==> src/rtl/pc_pkg.sv <==
// Shared types for the picoMIPS PC with return-address stack.
// Holds the per-cycle PC operation and the control priority resolver.
package pc_pkg;

    typedef enum logic [2:0] {
        OP_HOLD,
        OP_INCR,
        OP_REL,
        OP_ABS,
        OP_CALL,
        OP_RET
    } pc_op_t;

    // Exactly one action per cycle; lower-priority controls are dropped.
    function automatic pc_op_t pc_resolve(input logic stall, input logic ret,
                                          input logic call, input logic absb,
                                          input logic rel, input logic incr);
        pc_op_t op;
        op = OP_HOLD;
        if (stall)     op = OP_HOLD;
        else if (ret)  op = OP_RET;
        else if (call) op = OP_CALL;
        else if (absb) op = OP_ABS;
        else if (rel)  op = OP_REL;
        else if (incr) op = OP_INCR;
        return op;
    endfunction

endpackage

==> src/rtl/pc_stack_if.sv <==
// Decode-side control bundle and status outputs of the program counter.
interface pc_stack_if #(parameter int Psize = 8);
    logic             stall;
    logic             PCincr;
    logic             PCrelbranch;
    logic             PCabsbranch;
    logic             PCcall;
    logic             PCret;
    logic             err_clr;
    logic [Psize-1:0] Branchaddr;
    logic [Psize-1:0] PCout;
    logic             stack_full;
    logic             stack_empty;
    logic             ovf_err;
    logic             unf_err;

    modport master (
        output stall, PCincr, PCrelbranch, PCabsbranch, PCcall, PCret, err_clr, Branchaddr,
        input  PCout, stack_full, stack_empty, ovf_err, unf_err
    );

    modport slave (
        input  stall, PCincr, PCrelbranch, PCabsbranch, PCcall, PCret, err_clr, Branchaddr,
        output PCout, stack_full, stack_empty, ovf_err, unf_err
    );
endinterface

==> src/rtl/pc_ras.sv <==
// Return-address stack as a circular buffer; a push while full overwrites
// the oldest entry so the most recent Depth return addresses survive.
module pc_ras #(
    parameter int Psize = 8,
    parameter int Depth = 4
) (
    input  logic             clk,
    input  logic             reset,
    input  logic             push,
    input  logic             pop,
    input  logic [Psize-1:0] din,
    output logic [Psize-1:0] dout,
    output logic             full,
    output logic             empty,
    output logic             drop
);
    localparam int PW = (Depth > 1) ? $clog2(Depth) : 1;
    localparam int CW = $clog2(Depth + 1);

    logic [Psize-1:0] mem [Depth];
    logic [PW-1:0]    top;
    logic [CW-1:0]    cnt;
    logic [PW-1:0]    top_up;
    logic [PW-1:0]    top_dn;

    // Explicit wrap so non-power-of-two depths stay inside the array.
    assign top_up = (top == PW'(Depth - 1)) ? '0 : top + 1'b1;
    assign top_dn = (top == '0) ? PW'(Depth - 1) : top - 1'b1;

    assign full  = (cnt == CW'(Depth));
    assign empty = (cnt == '0);
    assign dout  = mem[top];
    assign drop  = push & full;

    always_ff @(posedge clk or negedge reset) begin
        if (!reset) begin
            top <= '0;
            cnt <= '0;
        end else if (push) begin
            top <= top_up;
            if (!full) cnt <= cnt + 1'b1;
        end else if (pop && !empty) begin
            top <= top_dn;
            cnt <= cnt - 1'b1;
        end
    end

    always_ff @(posedge clk) begin
        if (push) mem[top_up] <= din;
    end

endmodule

==> src/rtl/pc_stack.sv <==
// picoMIPS program counter: increment, absolute/relative branch, call/return
// through a return-address stack, with sticky overflow/underflow flags.
module pc_stack
    import pc_pkg::*;
#(
    parameter int Psize = 8,
    parameter int Depth = 4
) (
    input  logic        clk,
    input  logic        reset,
    pc_stack_if.slave   bus
);
    pc_op_t           op;
    logic [Psize-1:0] pc;
    logic [Psize-1:0] pc_nxt;
    logic [Psize-1:0] addend;
    logic [Psize-1:0] sum;
    logic [Psize-1:0] ras_top;
    logic             ras_full;
    logic             ras_empty;
    logic             ras_drop;
    logic             push;
    logic             pop;
    logic             ovf_set;
    logic             unf_set;
    logic             ovf_q;
    logic             unf_q;

    assign op = pc_resolve(bus.stall, bus.PCret, bus.PCcall, bus.PCabsbranch,
                           bus.PCrelbranch, bus.PCincr);

    // One adder serves increment, relative branch, call return address and
    // the empty-return NOP.
    always_comb begin
        addend = Psize'(1);
        if (op == OP_REL) addend = bus.Branchaddr;
    end
    assign sum = pc + addend;

    always_comb begin
        pc_nxt = pc;
        case (op)
            OP_INCR, OP_REL: pc_nxt = sum;
            OP_ABS, OP_CALL: pc_nxt = bus.Branchaddr;
            OP_RET:          pc_nxt = ras_empty ? sum : ras_top;
            default:         pc_nxt = pc;
        endcase
    end

    assign push    = (op == OP_CALL);
    assign pop     = (op == OP_RET) && !ras_empty;
    assign ovf_set = ras_drop;
    assign unf_set = (op == OP_RET) && ras_empty;

    pc_ras #(.Psize(Psize), .Depth(Depth)) u_ras (
        .clk   (clk),
        .reset (reset),
        .push  (push),
        .pop   (pop),
        .din   (sum),
        .dout  (ras_top),
        .full  (ras_full),
        .empty (ras_empty),
        .drop  (ras_drop)
    );

    // Set beats clear when both land in the same cycle.
    always_ff @(posedge clk or negedge reset) begin
        if (!reset) begin
            pc    <= '0;
            ovf_q <= 1'b0;
            unf_q <= 1'b0;
        end else begin
            pc    <= pc_nxt;
            ovf_q <= ovf_set | (ovf_q & ~bus.err_clr);
            unf_q <= unf_set | (unf_q & ~bus.err_clr);
        end
    end

    assign bus.PCout       = pc;
    assign bus.stack_full  = ras_full;
    assign bus.stack_empty = ras_empty;
    assign bus.ovf_err     = ovf_q;
    assign bus.unf_err     = unf_q;

endmodule

==> src/flat_wrapper.sv <==
// flat-port wrapper written by rule: the top's interface ports become plain ports
module pc_stack_flat import pc_pkg::*;
#(
    parameter int Psize = 8,
    parameter int Depth = 4
)
  (clk, reset, bus_stall, bus_PCincr, bus_PCrelbranch, bus_PCabsbranch, bus_PCcall, bus_PCret, bus_err_clr, bus_Branchaddr, bus_PCout, bus_stack_full, bus_stack_empty, bus_ovf_err, bus_unf_err);
  pc_stack_if #(.Psize(Psize)) bus_i ();
  input  logic clk;
  input  logic reset;
  input wire logic [$bits(bus_i.stall)-1:0] bus_stall;
  input wire logic [$bits(bus_i.PCincr)-1:0] bus_PCincr;
  input wire logic [$bits(bus_i.PCrelbranch)-1:0] bus_PCrelbranch;
  input wire logic [$bits(bus_i.PCabsbranch)-1:0] bus_PCabsbranch;
  input wire logic [$bits(bus_i.PCcall)-1:0] bus_PCcall;
  input wire logic [$bits(bus_i.PCret)-1:0] bus_PCret;
  input wire logic [$bits(bus_i.err_clr)-1:0] bus_err_clr;
  input wire logic [$bits(bus_i.Branchaddr)-1:0] bus_Branchaddr;
  output wire logic [$bits(bus_i.PCout)-1:0] bus_PCout;
  output wire logic [$bits(bus_i.stack_full)-1:0] bus_stack_full;
  output wire logic [$bits(bus_i.stack_empty)-1:0] bus_stack_empty;
  output wire logic [$bits(bus_i.ovf_err)-1:0] bus_ovf_err;
  output wire logic [$bits(bus_i.unf_err)-1:0] bus_unf_err;
  assign bus_i.stall = bus_stall;
  assign bus_i.PCincr = bus_PCincr;
  assign bus_i.PCrelbranch = bus_PCrelbranch;
  assign bus_i.PCabsbranch = bus_PCabsbranch;
  assign bus_i.PCcall = bus_PCcall;
  assign bus_i.PCret = bus_PCret;
  assign bus_i.err_clr = bus_err_clr;
  assign bus_i.Branchaddr = bus_Branchaddr;
  assign bus_PCout = bus_i.PCout;
  assign bus_stack_full = bus_i.stack_full;
  assign bus_stack_empty = bus_i.stack_empty;
  assign bus_ovf_err = bus_i.ovf_err;
  assign bus_unf_err = bus_i.unf_err;
  pc_stack #(.Psize(Psize), .Depth(Depth)) u_core (.clk(clk), .reset(reset), .bus(bus_i));
endmodule
==> config.mk <==
export PLATFORM = sky130hd
export DESIGN_NAME = pc_stack_flat
export DESIGN_NICKNAME = d
export VERILOG_FILES = /design/src/rtl/pc_pkg.sv /design/src/rtl/pc_stack_if.sv /design/src/rtl/pc_ras.sv /design/src/rtl/pc_stack.sv /design/src/flat_wrapper.sv
export SDC_FILE = /design/constraint.sdc
export NUM_CORES = 1
export LEC_CHECK = 0
export BUFFER_PORTS_ARGS = -buffer_cell sky130_fd_sc_hd__buf_4
export CAP_MARGIN = 20
export CORE_UTILIZATION = 38
export CTS_CLUSTER_SIZE = 14
export DETAILED_ROUTE_END_ITERATION = 10
export PLACE_DENSITY_LB_ADDON = 0.15
export SLEW_MARGIN = 20
export SYNTH_ARGS = -nofsm -noshare
export SYNTH_HDL_FRONTEND = slang
export SYNTH_SLANG_ARGS = --single-unit
==> constraint.sdc <==
create_clock -name clk -period 3.9 [get_ports clk]
set_input_delay 0.585 -clock clk [delete_from_list [all_inputs] [get_ports clk]]
set_output_delay 0.585 -clock clk [all_outputs]
set_load 0.01 [all_outputs]
==> out/metrics.csv, run 1 <==
stage,metric,value,unit
outcome,status,"complete, no violations",
clocking,cts.sinks,47,
logic_synthesis,yosysSeqAreaShare,0.547,
sta,fin_skew,0.0139,ns
setup_path,worst_setup_path_start_kind,primary input,
sta,worst_pin_slew,0.924,ns
power,p_total,0.00162,W
global_route,overflow,0,
clocking,clk_latency,0.30,ns
logic_synthesis,yosys.area.top_type,edfxtp_1,
floorplanning,dieArea,6750,sq um
drt,finalWirelength,5160,um
power,powerDensity,578,nW/um^2
sta,whs,0.134,ns
global_route,grt_max_degree,16,
clocking,post_cts_buffers,0,
drt,drc,0,
setup_path,crit_cells,10,
drt,ant_nets,0,
sta,finalHoldViolCount,0,
setup_path,crit_fanout,8,
power,vdd_drop_max,0.000237,V
sta,fmax,348,MHz
global_route,antenna_found_initial,0,
clocking,path_clk_slew,0.09,ns
drt,vias,1578,
clocking,cts_buffers,5,
layout,fin_nets,243,
setup_path,end_kind,flip-flop,
clocking,cts_tree,yes,
run,max_cap_viol_count,0,
placement,dp_hpwl,3790,um
sta,rsz0062_at_grt,no,
logic_synthesis,avgSynthCellArea,13.5,sq um
sta,finalSetupViolCount,0,
sta,fin_crit,2.88,ns
logic_synthesis,synth.most_common_cell,edfxtp_1,
layout,drive_above_1_share,0.193,
drt,drt-initial-drc-count,69,
sta,max_slew_margin,0.379,
setup_path,r2r.worst_path.cells,4,
sta,drv_slew,0,
clocking,cts_hold_buf,0,
logic_synthesis,ys_types,44,
clocking,htreeDepth,2,
setup_path,slowest_delay,0.41,ns
global_route,grt_first_pass_wirelength,7980,um
global_route,grt.total_usage,0.169,
logic_synthesis,async_flop_share,0.319,
setup_path,slowest_stage,fa_1,
floorplanning,coreArea,6060,sq um
logic_synthesis,yosys_register_bits,47,
drt,viasPerCell,5.50,
layout,fin_cells,287,
setup_path,crit_end,u_core.u_ras.mem[2][6]$_DFFE_PP_,
layout,area_growth,14.8,%
setup_path,critPathTopFamily,simple AND/OR/NAND/NOR gates,
logic_synthesis,syn_area,2440,sq um
floorplanning,die_x,82.2,um
logic_synthesis,synth_top_area_frac,0.394,
setup_path,worst-path-buf-inv,1,
layout,antenna_cells,0,
placement,dpl-instance-area,2720,sq um
drt,wl_per_cell,18.0,um
setup_path,worstPathRequired,3.93,ns
setup_path,arrival,2.91,ns
clocking,cts_resized,0,
floorplanning,initial_core_util,0.403,
floorplanning,fp.dieH,82.2,um
logic_synthesis,synth_ff_type,edfxtp_1,
min_path,hp-class,in2async,
drt,drt-pass1-iter-count,4,
logic_synthesis,synth.area.top_cells,"edfxtp_1, dfrtp_1, mux4_1",
logic_synthesis,syn-num-nets,213,
logic_synthesis,yosysWarnings,0,
layout,fin_area,2800,sq um
placement,placed_cells,279,
setup_path,r2r_slack,1.71,ns
setup_path,r2r_end,u_core.bus.PCout[7]$_DFFE_PN0P_,
setup_path,crit_start,bus_stall,
setup_path,r2r-start,u_core.u_ras.top[0]$_DFFE_PN0P_,
power,p_leak,1.13,nW
sta,min_period_over_period,0.738,
setup_path,path_cells,"buf_4, nor2_1, and3_1, nand2b_1, ha_1, fa_1, a21oi_1, o21ai_0, mux2i_1, or2_2",
setup_path,crit_type,in2reg,
sta,tns,0,ns
logic_synthesis,syn_inst,181,
placement,gp_congestion,0.808,
logic_synthesis,ys_top_cells_by_count,"edfxtp_1, dfrtp_1, ha_1",
placement,numPortBuffers,28,
logic_synthesis,synth_edf_count,32,
clocking,ctsRootBufferMaster,clkbuf_8,
floorplanning,ios,29,
global_route,grt_pass1_vias,1606,
clocking,cts_max_path_buffers,2,
layout,nFillCells,564,
floorplanning,std_cell_rows,28,
==> report_power, final <==
part	internal, W	switching [W]
sequential	0.000662	0.000110
clock	0.000126	0.000158
combinational	0.000274	0.000289
total	0.00106	0.000557
==> cell families after synthesis <==
| kind of cell | after synthesis | synth area share |
|---|---|---|
| compound gates | 41 | 0.119 |
| buf+inv | 12 | 0.0226 |
| mux | 10 | 0.0933 |
| fa+ha+maj | 15 | 0.0830 |
| flops | 47 | 0.547 |
| simple gates | 49 | 0.110 |
| xor+xnor | 7 | 0.0251 |
==> through the flow <==
stage	worst slack, ns	util
2_1_floorplan	1.04	-
3_3_place_gp	0.831	0.448
3_5_place_dp	0.723	0.448
4_1_cts	1.04	0.462
5_1_grt	0.876	0.462
6_report	1.02	0.462
==> metal layers <==
layer	vias to the layer above	wire (um)	GRT usage
met5	-	0	0
met4	0	23	0.0474
met3	2	220	0.0440
met2	38	2570	0.288
met1	776	2350	0.210
li1	762	-	-
==> sequential cells by signal, indices dropped and copies added (netlist names) <==
name and count:
u_core.u_ras.mem 32, u_core.bus.PCout 8, u_core.u_ras.cnt 3, u_core.u_ras.top 2, u_core.bus.ovf_err 1, u_core.bus.unf_err 1
==> worst min path at each step <==
stage | to | slack, ns
finish | u_core.bus.PCout[0]$_DFFE_PN0P_ | 0.13
floorplan | u_core.bus.PCout[0]$_DFFE_PN0P_ | 0.29
CTS | u_core.bus.PCout[0]$_DFFE_PN0P_ | 0.14
global placement | u_core.bus.PCout[0]$_DFFE_PN0P_ | 0.46
global route | u_core.bus.PCout[0]$_DFFE_PN0P_ | 0.13
detailed placement | u_core.u_ras.top[0]$_DFFE_PN0P_ | 0.47
==> layout make-up <==
cell class	instances	area, sq um	share of cell area
Sequential cell	47	1340	0.477
Multi-Input combinational cell	122	1050	0.375
Timing Repair Buffer	28	210	0.0750
Tap cell	75	93.8	0.0335
Clock buffer	6	72.6	0.0259
Inverter	7	26.3	0.00938
Clock inverter	2	12.5	0.00447
==> placed cells by master, fill, tap and decap left out, types with 2 or more instances in the layout <==
| master | instances |
|---|---|
| a211o_1 | 2 |
| a21o_1 | 2 |
| a21oi_1 | 5 |
| a221o_1 | 2 |
| a221oi_1 | 2 |
| a222oi_1 | 5 |
| and2_1 | 7 |
| and3_1 | 5 |
| buf_4 | 28 |
| clkbuf_8 | 5 |
| dfrtp_1 | 15 |
| edfxtp_1 | 32 |
| fa_1 | 2 |
| ha_1 | 13 |
| inv_1 | 7 |
| mux4_1 | 7 |
| nand2_1 | 12 |
| nand2b_1 | 3 |
| nand3_1 | 2 |
| nor2_1 | 7 |
| nor3_1 | 5 |
| o21a_1 | 2 |
| o21ai_0 | 12 |
| o22a_1 | 2 |
| o22ai_1 | 2 |
| xnor2_1 | 3 |
| xor2_1 | 4 |
No activity file was read; power rests on OpenSTA's default activity.
==> run 2: changes to the inputs <==
--- a/config.mk
+++ b/config.mk
@@ -5,6 +5,7 @@
 export SDC_FILE = /design/constraint.sdc
 export NUM_CORES = 1
 export LEC_CHECK = 0
+export ABC_AREA = 1
 export BUFFER_PORTS_ARGS = -buffer_cell sky130_fd_sc_hd__buf_4
 export CAP_MARGIN = 20
 export CORE_UTILIZATION = 38
==> constraint.sdc (replaced) <==
create_clock -name clk -period 2.8 [get_ports clk]
set_input_delay 0.42 -clock clk [delete_from_list [all_inputs] [get_ports clk]]
set_output_delay 0.42 -clock clk [all_outputs]
set_load 0.01 [all_outputs]
==> run 2 against run 1 <==
Compared with the run above: worst hold slack improved by 0.17 ns; worst setup slack got worse by 0.66 ns; synthesized area increased by 6.4%; via count increased by 25%; clock power increased by 80%; sequential power increased by 43%; largest power group is now combinational cells.
==> out/metrics.csv, run 2 <==
stage,metric,value,unit,change
outcome,status,"complete, no violations",,unchanged
clocking,cts_tree,yes,,unchanged
sta,whs,0.304,ns,was 0.134 ns
sta,tns,0,ns,unchanged
layout,nFillCells,627,,was 564
layout,largest_reg_flops,32,,unchanged
layout,drive_above_1_share,0.206,,was 0.193
global_route,antenna_found_initial,0,,unchanged
layout,area_growth,18.3,%,was 14.8%
layout,final_cell_mix,"nand2_1, buf_4, nor2_1, a21oi_1, edfxtp_1",,"was edfxtp_1, buf_4, dfrtp_1, ha_1"
drt,drc,0,,unchanged
logic_synthesis,syn_area,2600,sq um,was 2440 sq um
sta,fmax,410,MHz,
logic_synthesis,synth.most_common_cell,nand2_1,,was edfxtp_1
global_route,grt.total_usage,0.169,,about the same
floorplanning,initial_core_util,0.402,,was 0.403
sta,finalHoldViolCount,0,,unchanged
logic_synthesis,yosysWarnings,0,,unchanged
setup_path,worst_setup_path_start_kind,primary input,,unchanged
global_route,grt_first_pass_wirelength,9270,um,was 7980 um
min_path,hp-class,in2reg,,was in2async
sta,fin_crit,2.44,ns,
floorplanning,coreArea,6460,sq um,was 6060 sq um
setup_path,crit_start,bus_PCcall,,was bus_stall
logic_synthesis,synth_ff_type,edfxtp_1,,unchanged
logic_synthesis,synth_top_area_frac,0.370,,was 0.394
clocking,post_cts_buffers,0,,unchanged
power,p_leak,1.38,nW,was 1.13 nW
sta,max_slew_margin,0.685,,was 0.379
clocking,cts_buffers,5,,unchanged
drt,ant_nets,0,,unchanged
layout,final_common_cell,nand2_1,,was edfxtp_1
setup_path,worst-path-buf-inv,3,,was 1
clocking,htreeDepth,2,,unchanged
sta,rsz0062_at_grt,no,,unchanged
logic_synthesis,async_flop_share,0.319,,unchanged
logic_synthesis,syn_inst,278,,was 181
setup_path,r2r.worst_path.cells,5,,was 4
drt,drt-initial-drc-count,98,,was 69
clocking,cts_resized,0,,unchanged
drt,finalWirelength,5620,um,was 5160 um
drt,drt-pass1-iter-count,4,,unchanged
logic_synthesis,avgSynthCellArea,9.34,sq um,was 13.5 sq um
layout,fin_nets,351,,was 243
power,vdd_drop_max,0.000356,V,was 0.000237 V
clocking,clk_latency,0.30,ns,about the same
placement,numPortBuffers,28,,unchanged
floorplanning,std_cell_rows,29,,was 28
sta,min_period_over_period,0.871,,
global_route,overflow,0,,unchanged
logic_synthesis,yosysSeqAreaShare,0.515,,was 0.547
global_route,grt_max_degree,22,,was 16
setup_path,path_cells,"buf_4, nor2_1, o21ai_1, nor2_2, inv_2, nor2_1, inv_2, or2_1, ha_1, fa_1, xor2_1, a21oi_1, a21oi_1",,"was buf_4, nor2_1, and3_1, nand2b_1, ha_1, fa_1, a21oi_1, o21ai_0, mux2i_1, or2_2"
clocking,cts_max_path_buffers,2,,unchanged
drt,vias,1968,,was 1578
setup_path,arrival,2.66,ns,was 2.91 ns
power,powerDensity,921,nW/um^2,was 578 nW/um^2
logic_synthesis,yosys_register_bits,47,,unchanged
setup_path,r2r_end,u_core.bus.PCout[2]$_DFFE_PN0P_,,was u_core.bus.PCout[7]$_DFFE_PN0P_
placement,dpl-instance-area,2940,sq um,was 2720 sq um
setup_path,crit_end,u_core.bus.PCout[2]$_DFFE_PN0P_,,was u_core.u_ras.mem[2][6]$_DFFE_PP_
clocking,cts.sinks,47,,unchanged
drt,wl_per_cell,14.2,um,was 18.0 um
setup_path,r2r_slack,0.90,ns,was 1.71 ns
logic_synthesis,ys_types,33,,was 44
logic_synthesis,ys_top_cells_by_count,"nand2_1, nor2_1, a21oi_1",,"was edfxtp_1, dfrtp_1, ha_1"
setup_path,crit_fanout,7,,was 8
global_route,grt_pass1_vias,1847,,was 1606
setup_path,worstPathRequired,3.03,ns,was 3.93 ns
setup_path,critPathTopFamily,adder cells,,was simple AND/OR/NAND/NOR gates
clocking,path_clk_slew,0.09,ns,about the same
setup_path,r2r-start,u_core.bus.PCout[0]$_DFFE_PN0P_,,was u_core.u_ras.top[0]$_DFFE_PN0P_
logic_synthesis,syn-num-nets,310,,was 213
clocking,ctsRootBufferMaster,clkbuf_8,,unchanged
setup_path,end_kind,flip-flop,,unchanged
sta,finalSetupViolCount,0,,unchanged
power,p_total,0.00283,W,was 0.00162 W
sta,drv_slew,0,,unchanged
clocking,cts_hold_buf,1,,was 0
logic_synthesis,synth.area.top_cells,"edfxtp_1, dfrtp_1, a21oi_1",,"was edfxtp_1, dfrtp_1, mux4_1"
logic_synthesis,synth_edf_count,32,,unchanged
placement,gp_congestion,0.798,,was 0.808
layout,fin_area,3070,sq um,was 2800 sq um
layout,antenna_cells,0,,unchanged
setup_path,slowest_stage,fa_1,,unchanged
floorplanning,die_x,84.7,um,was 82.2 um
sta,worst_pin_slew,0.471,ns,was 0.924 ns
setup_path,crit_cells,13,,was 10
run,max_cap_viol_count,0,,unchanged
placement,dp_hpwl,4080,um,was 3790 um
drt,viasPerCell,4.96,,was 5.50
setup_path,slowest_delay,0.44,ns,was 0.41 ns
logic_synthesis,yosys.area.top_type,edfxtp_1,,unchanged
floorplanning,ios,29,,unchanged
floorplanning,fp.dieH,84.7,um,was 82.2 um
floorplanning,dieArea,7170,sq um,was 6750 sq um
layout,regMostFlops,u_core.u_ras.mem,,unchanged
setup_path,crit_type,in2reg,,unchanged
sta,fin_skew,0.00791,ns,was 0.0139 ns
==> run 2: changes by cell type after synthesis, moves of 7 or more <==
cell / before / now
and2_1: 7 / 0
inv_2: 0 / 8
inv_1: 7 / 28
nor2_1: 7 / 37
a21oi_1: 5 / 33
nand3_1: 2 / 12
nand2_1: 12 / 42
mux4_1: 7 / 0
==> run 2: cell families after synthesis <==
kind of cell | Yosys count | share of synthesized area
AO/OA/AOI/OAI | 58 | 0.130
adder cells (fa/ha/maj) | 15 | 0.0781
AND/OR/NAND/NOR | 106 | 0.178
flip-flops | 47 | 0.515
XOR/XNOR | 8 | 0.0270
buffers and inverters | 44 | 0.0718
==> run 2: metrics by stage <==
stage | worst slack (ns) | instances | utilization
finish | 0.361 | 397 | 0.475
global route | 0.100 | 397 | 0.475
CTS | 0.369 | 397 | 0.475
detailed placement | 0.0595 | 388 | 0.456
global placement | 0.0768 | 388 | 0.456
floorplan | 0.311 | 278 | -
==> run 2: area by class of cell <==
class,count,area [sq um],area share
flip-flops and latches,47,1340,0.435
clock inverters,3,47.5,0.0155
repair buffers,40,303,0.0986
clock buffers,5,68.8,0.0224
well taps,77,96.3,0.0314
inverters,38,145,0.0473
multi-input cells,187,1070,0.350
==> run 2: worst min path at each step <==
stage / start / endpoint / slack [ns] / depth (start not counted)
floorplan: reset / u_core.bus.PCout[0]$_DFFE_PN0P_ / 0.12 / 0
global placement: reset / u_core.bus.PCout[7]$_DFFE_PN0P_ / 0.30 / 1
detailed placement: reset / u_core.bus.PCout[7]$_DFFE_PN0P_ / 0.31 / 1
CTS: bus_err_clr / u_core.bus.ovf_err$_DFF_PN0_ / 0.30 / 2
global route: bus_err_clr / u_core.bus.unf_err$_DFF_PN0_ / 0.32 / 2
finish: bus_err_clr / u_core.bus.ovf_err$_DFF_PN0_ / 0.30 / 2
==> run 2: layer usage <==
metal | wire length [um] | GRT usage | part of all wire | vias to the layer above
met5 | 0 | 0 | 0 | -
met4 | 76 | 0.0586 | 0.014 | 0
met3 | 102 | 0.0265 | 0.018 | 6
met2 | 2580 | 0.268 | 0.46 | 21
met1 | 2870 | 0.237 | 0.51 | 932
li1 | - | - | - | 1009
==> run 2: report_power, final <==
part / switching [W] / total (W) / internal (W)
registers: 0.000120 / 0.00110 / 0.000982
logic: 0.000738 / 0.00122 / 0.000477
clock network: 0.000240 / 0.000511 / 0.000271
total: 0.00110 / 0.00283 / 0.00173
